File: src/rtl/axi_lite_pkg.sv
// Shared AXI4-Lite definitions for the request master: response codes and FSM states.
package axi_lite_pkg;

  localparam logic [1:0] OKAY   = 2'b00;
  localparam logic [1:0] EXOKAY = 2'b01;
  localparam logic [1:0] SLVERR = 2'b10;
  localparam logic [1:0] DECERR = 2'b11;

  typedef enum logic [2:0] {
    ST_IDLE,
    ST_WRITE,
    ST_WRESP,
    ST_READ,
    ST_RDATA
  } state_e;

endpackage

File: src/rtl/axi_lite_vld_hold.sv
// VALID-until-handshake register: set by a one-cycle strobe, cleared on the
// edge where VALID and READY are both high.
module axi_lite_vld_hold (
  input  logic clk,
  input  logic rst,
  input  logic set_i,
  input  logic ready_i,
  output logic valid_o
);

  logic valid_q;

  // Hold VALID until the slave accepts it.
  always_ff @(posedge clk or posedge rst) begin
    if (rst)                       valid_q <= 1'b0;
    else if (set_i)                valid_q <= 1'b1;
    else if (valid_q && ready_i)   valid_q <= 1'b0;
  end

  assign valid_o = valid_q;

endmodule

File: src/rtl/axi_lite_req_master.sv
// Single-outstanding AXI4-Lite master driven by a req/ready command port.
// Optional build macro AXI_LITE_RESP_CODE_EN adds the raw resp[1:0] output.
module axi_lite_req_master
  import axi_lite_pkg::*;
#(
  parameter int ADDR_W = 32,
  parameter int DATA_W = 32
) (
  input  logic                clk,
  input  logic                rst,
  input  logic                req,
  input  logic                wr,
  input  logic [ADDR_W-1:0]   addr,
  input  logic [DATA_W-1:0]   wdata,
  input  logic [DATA_W/8-1:0] wstrb,
  output logic [DATA_W-1:0]   rdata,
  output logic                ready,
  output logic                resp_ok,
`ifdef AXI_LITE_RESP_CODE_EN
  output logic [1:0]          resp,
`endif
  output logic [ADDR_W-1:0]   AWADDR,
  output logic                AWVALID,
  input  logic                AWREADY,
  output logic [DATA_W-1:0]   WDATA,
  output logic [DATA_W/8-1:0] WSTRB,
  output logic                WVALID,
  input  logic                WREADY,
  input  logic [1:0]          BRESP,
  input  logic                BVALID,
  output logic                BREADY,
  output logic [ADDR_W-1:0]   ARADDR,
  output logic                ARVALID,
  input  logic                ARREADY,
  input  logic [DATA_W-1:0]   RDATA,
  input  logic [1:0]          RRESP,
  input  logic                RVALID,
  output logic                RREADY
);

  localparam int STRB_W = DATA_W / 8;

  state_e              state_q, state_d;
  logic [ADDR_W-1:0]   addr_q;
  logic [DATA_W-1:0]   wdata_q;
  logic [STRB_W-1:0]   wstrb_q;
  logic [DATA_W-1:0]   rdata_q;
  logic                resp_ok_q;
  logic                ready_q;
  logic                take, aw_set, w_set, ar_set, b_hs, r_hs;
`ifdef AXI_LITE_RESP_CODE_EN
  logic [1:0]          resp_q;
`endif

  // State register.
  always_ff @(posedge clk or posedge rst) begin
    if (rst) state_q <= ST_IDLE;
    else     state_q <= state_d;
  end

  // Next state, channel launch strobes and response-ready outputs.
  always_comb begin
    state_d = state_q;
    take    = 1'b0;
    aw_set  = 1'b0;
    w_set   = 1'b0;
    ar_set  = 1'b0;
    b_hs    = 1'b0;
    r_hs    = 1'b0;
    BREADY  = 1'b0;
    RREADY  = 1'b0;
    unique case (state_q)
      ST_IDLE: begin
        if (req) begin
          take = 1'b1;
          if (wr) begin
            aw_set  = 1'b1;
            w_set   = 1'b1;
            state_d = ST_WRITE;
          end else begin
            ar_set  = 1'b1;
            state_d = ST_READ;
          end
        end
      end
      ST_WRITE: begin
        // A channel whose VALID already dropped has completed its handshake.
        if ((!AWVALID || AWREADY) && (!WVALID || WREADY)) state_d = ST_WRESP;
      end
      ST_WRESP: begin
        BREADY = 1'b1;
        if (BVALID) begin
          b_hs    = 1'b1;
          state_d = ST_IDLE;
        end
      end
      ST_READ: begin
        if (ARREADY) state_d = ST_RDATA;
      end
      ST_RDATA: begin
        RREADY = 1'b1;
        if (RVALID) begin
          r_hs    = 1'b1;
          state_d = ST_IDLE;
        end
      end
      default: state_d = ST_IDLE;
    endcase
  end

  axi_lite_vld_hold u_aw (.clk(clk), .rst(rst), .set_i(aw_set), .ready_i(AWREADY), .valid_o(AWVALID));
  axi_lite_vld_hold u_w  (.clk(clk), .rst(rst), .set_i(w_set),  .ready_i(WREADY),  .valid_o(WVALID));
  axi_lite_vld_hold u_ar (.clk(clk), .rst(rst), .set_i(ar_set), .ready_i(ARREADY), .valid_o(ARVALID));

  // Command latch, completion capture and the one-cycle ready pulse.
  always_ff @(posedge clk or posedge rst) begin
    if (rst) begin
      addr_q    <= '0;
      wdata_q   <= '0;
      wstrb_q   <= '0;
      rdata_q   <= '0;
      resp_ok_q <= 1'b0;
      ready_q   <= 1'b0;
`ifdef AXI_LITE_RESP_CODE_EN
      resp_q    <= OKAY;
`endif
    end else begin
      ready_q <= b_hs | r_hs;
      if (take) begin
        addr_q  <= addr;
        wdata_q <= wdata;
        wstrb_q <= wstrb;
      end
      if (b_hs) begin
        resp_ok_q <= (BRESP == OKAY);
`ifdef AXI_LITE_RESP_CODE_EN
        resp_q    <= BRESP;
`endif
      end
      if (r_hs) begin
        rdata_q   <= RDATA;
        resp_ok_q <= (RRESP == OKAY);
`ifdef AXI_LITE_RESP_CODE_EN
        resp_q    <= RRESP;
`endif
      end
    end
  end

  assign AWADDR  = addr_q;
  assign ARADDR  = addr_q;
  assign WDATA   = wdata_q;
  assign WSTRB   = wstrb_q;
  assign rdata   = rdata_q;
  assign resp_ok = resp_ok_q;
  assign ready   = ready_q;
`ifdef AXI_LITE_RESP_CODE_EN
  assign resp    = resp_q;
`endif

endmodule

File: config.mk
export PLATFORM = sky130hd
export DESIGN_NAME = axi_lite_req_master
export DESIGN_NICKNAME = d
export VERILOG_FILES = /design/src/rtl/axi_lite_pkg.sv /design/src/rtl/axi_lite_vld_hold.sv /design/src/rtl/axi_lite_req_master.sv
export SDC_FILE = /design/constraint.sdc
export NUM_CORES = 1
export LEC_CHECK = 0
export BUFFER_PORTS_ARGS = -buffer_cell sky130_fd_sc_hd__buf_2
export CORE_AREA = 4 4 109 111
export CTS_BUF_LIST = sky130_fd_sc_hd__clkbuf_8
export CTS_CLUSTER_SIZE = 20
export DETAILED_ROUTE_END_ITERATION = 10
export DIE_AREA = 0 0 113 115
export GPL_ROUTABILITY_DRIVEN = 0
export PLACE_DENSITY = 0.84
export SLEW_MARGIN = 20
export SYNTH_ARGS = -nofsm -noshare
export SYNTH_HDL_FRONTEND = slang
export SYNTH_SLANG_ARGS = --single-unit
File: constraint.sdc
create_clock -name clk -period 3.2 [get_ports clk]
set_clock_uncertainty 0.15 [all_clocks]
set_input_delay 0.48 -clock clk [delete_from_list [all_inputs] [get_ports clk]]
set_output_delay 0.48 -clock clk [all_outputs]
set_load 0.01 [all_outputs]
==> run_results.csv <==
group,metric,value,unit
sta,period_minus_slack,2.170,ns
critical_path,r2r-end,"rdata[20]$_DFFE_PP0P_",
finish,n_antenna_cell,0,
finish,nNetsFinal,624,
finish,final_util,53.39,%
grt,overflow,0,
place,placed_area,5544,sq um
clocking,cts_inserted_buffers,9,
logic_synthesis,synthMuxAreaShare,26.06,%
floorplan,die_h,115,um
clocking,holdBufCountCts,0,
finish,design_area,5762,sq um
logic_synthesis,ys_seq_elements,108,
finish,fill_cells,929,
clocking,insertion_delay,0.35,ns
drt,drt_drc_violations_left,0,
finish,synthToLayoutAreaGrowth,30.71,%
floorplan,io_pins,252,
power,vdd_drop_max,485.2,uV
sta,setup_tns,0,ns
critical_path,required,3.29,ns
drt,dr.first_iter.drc_count,100,
logic_synthesis,synth_nets,403,
grt,grt_max_degree,109,
sta,clock.fmax,460.9,MHz
drt,wl_per_cell,15.67,um
critical_path,path_class,"flop to flop",
clocking,clkTransAtPathRegs,0.09,ns
drt,num_vias,3079,
place,place_hpwl,8.036,mm
grt,grt_pass1_wl,16.11,mm
floorplan,die_area,13000,sq um
critical_path,r2r_slack,1.03,ns
clocking,cts_resized,0,
clocking,cts.sinks,108,
floorplan,dieWidth,113,um
finish,final_common_cell,"buf_2",
power,leakagePower,2.988,nW
logic_synthesis,ys_seq_area_share,61.31,%
finish,layout_common_cells,"251 x buf_2, 108 x dfrtp_1, 84 x mux2_2",
drt,wirelength,10.28,mm
floorplan,num_rows,38,
clocking,h-tree-depth,3,
critical_path,reg2reg_from,"state_q[2]$_DFFE_PP0P_",
clocking,post_cts_buffers,0,
finish,seq_area,2703,sq um
min_path,min_path_type,"primary input to asynchronous set/reset pin",
logic_synthesis,synth_compound_area_share,1.022,%
drt,routed_via_density,4.694,
critical_path,r2r_cells,3,
sta,period_share,67.80,%
clocking,root_buffer,"clkbuf_8",
logic_synthesis,synth-xor-area-share,0,%
critical_path,crit_path_max_fanout,16,
floorplan,core-area,10790,sq um
sta,relSlewSlack,61.09,%
sta,hold_viol_final,0,
logic_synthesis,netlist_area,4408,sq um
power,power.density,997.3,nW/um^2
logic_synthesis,synth-adder-area-share,0,%
logic_synthesis,ys_types,21,
drt,drt-pass1-iter-count,4,
grt,grt_pass1_vias,3338,
sta,fin_hold_ws,0.09578,ns
place,port_buffers,251,
critical_path,start_kind,"flop",
floorplan,start_util,40.84,%
critical_path,cp.arrival,2.26,ns
sta,setup-violations-final,0,
logic_synthesis,syn_inst,290,
logic_synthesis,synth_top_family_by_area,"multiplexers",
sta,slew_violations,0,
finish,drive_gt1_share,69.19,%
drt,ant_nets,0,
flow_run,maxCapViolCount,0,
logic_synthesis,ys_warn_count,0,
clocking,cts.path.max_buffers,2,
logic_synthesis,syn_area_per_cell,15.20,sq um
sta,rsz0062_at_grt,"no",
critical_path,end_kind,"flop",
grt,grtUsageTotal,15.57,%
sta,worst_pin_slew,0.5836,ns
grt,antenna_found_initial,0,
logic_synthesis,yosys.area_share.simple,2.924,%
status,status,"complete, no violations",
finish,multiInputGateArea,1338,sq um
clocking,cts_tree,"built",
## state kept, by name, indices dropped and copies added (netlist names), 3 cells and up
register and count:
state_q 3, WSTRB 4, rdata 32, ARADDR 32, WDATA 32
## synthesized netlist by cell type
library cell	n	area [sq um]
inv_1	5	18.77
o41ai_1	1	8.760
and3_1	1	6.260
mux2_1	18	202.7
buf_4	34	255.2
dfrtp_1	108	2703
buf_6	8	90.09
nor4bb_1	1	10.01
buf_2	3	15.01
nand2b_1	3	18.77
nand3_1	2	10.01
a21oi_1	2	10.01
nand2_1	5	18.77
o21ai_0	1	5.000
nand3b_1	2	15.01
a221oi_1	1	8.760
nor4b_4	1	23.77
nor2_1	7	26.28
clkbuf_1	1	3.750
mux2_2	84	945.9
o22ai_1	2	12.51
## stage by stage
| stage | std cells | worst slack, ns | power, mW |
|---|---|---|---|
| after CTS | 656 | 1.044 | 5.843 |
| after detailed placement | 640 | 1.069 | 4.945 |
| after global routing | 656 | 0.8946 | 6.128 |
| final | 656 | 1.030 | 5.746 |
| after floorplan | 290 | 1.269 | 4.091 |
| after global placement | 640 | 1.165 | 4.820 |
## metal layers
layer / vias to the layer above / track usage, % / wire length, um
li1: 1402 / - / -
met3: 17 / 4.316 / 933
met5: - / 0 / 0
met2: 149 / 28.52 / 5532
met1: 1511 / 16.78 / 3629
met4: 0 / 6.971 / 183
## cell type report
cell class	instances	area share [%]
Clock inverter	6	1.390
Timing Repair Buffer	256	22.67
Multi-Input combinational cell	131	23.21
Clock buffer	10	2.389
Inverter	5	0.3909
Tap cell	140	3.040
Sequential cell	108	46.91
## worst max-delay path: stages (launching register included)
cell,delay (ns)
dfrtp_1,0.54
nor4bb_4,0.65
buf_4,0.34
mux2_2,0.37
## worst max path at each step
| stage | from | endpoint | slack, ns | cells past startpoint |
|---|---|---|---|---|
| global placement | state_q[2]$_DFFE_PP0P_ | rdata[20]$_DFFE_PP0P_ | 1.17 | 3 |
| global route | state_q[2]$_DFFE_PP0P_ | rdata[20]$_DFFE_PP0P_ | 0.89 | 3 |
| detailed placement | state_q[2]$_DFFE_PP0P_ | rdata[20]$_DFFE_PP0P_ | 1.07 | 3 |
| floorplan | rst | ARADDR[0]$_DFFE_PP0P_ | 1.27 | 1 |
| finish | state_q[2]$_DFFE_PP0P_ | rdata[20]$_DFFE_PP0P_ | 1.03 | 3 |
| CTS | state_q[2]$_DFFE_PP0P_ | rdata[20]$_DFFE_PP0P_ | 1.04 | 3 |
## report_power, final
group / total (mW) / internal (mW) / switching (mW)
logic: 2.42 / 1.25 / 1.17
clock network: 0.886 / 0.456 / 0.431
registers: 2.44 / 2.03 / 0.412
total: 5.75 / 3.73 / 2.01
## cells by family (layout without fill, tap and decap cells)
kind of cell,Yosys count,count (layout)
flops,108,108
mux,102,102
buf+inv,51,277
simple gates,22,22
compound gates,7,7
Note: power is estimated with default switching activity, not from simulation.
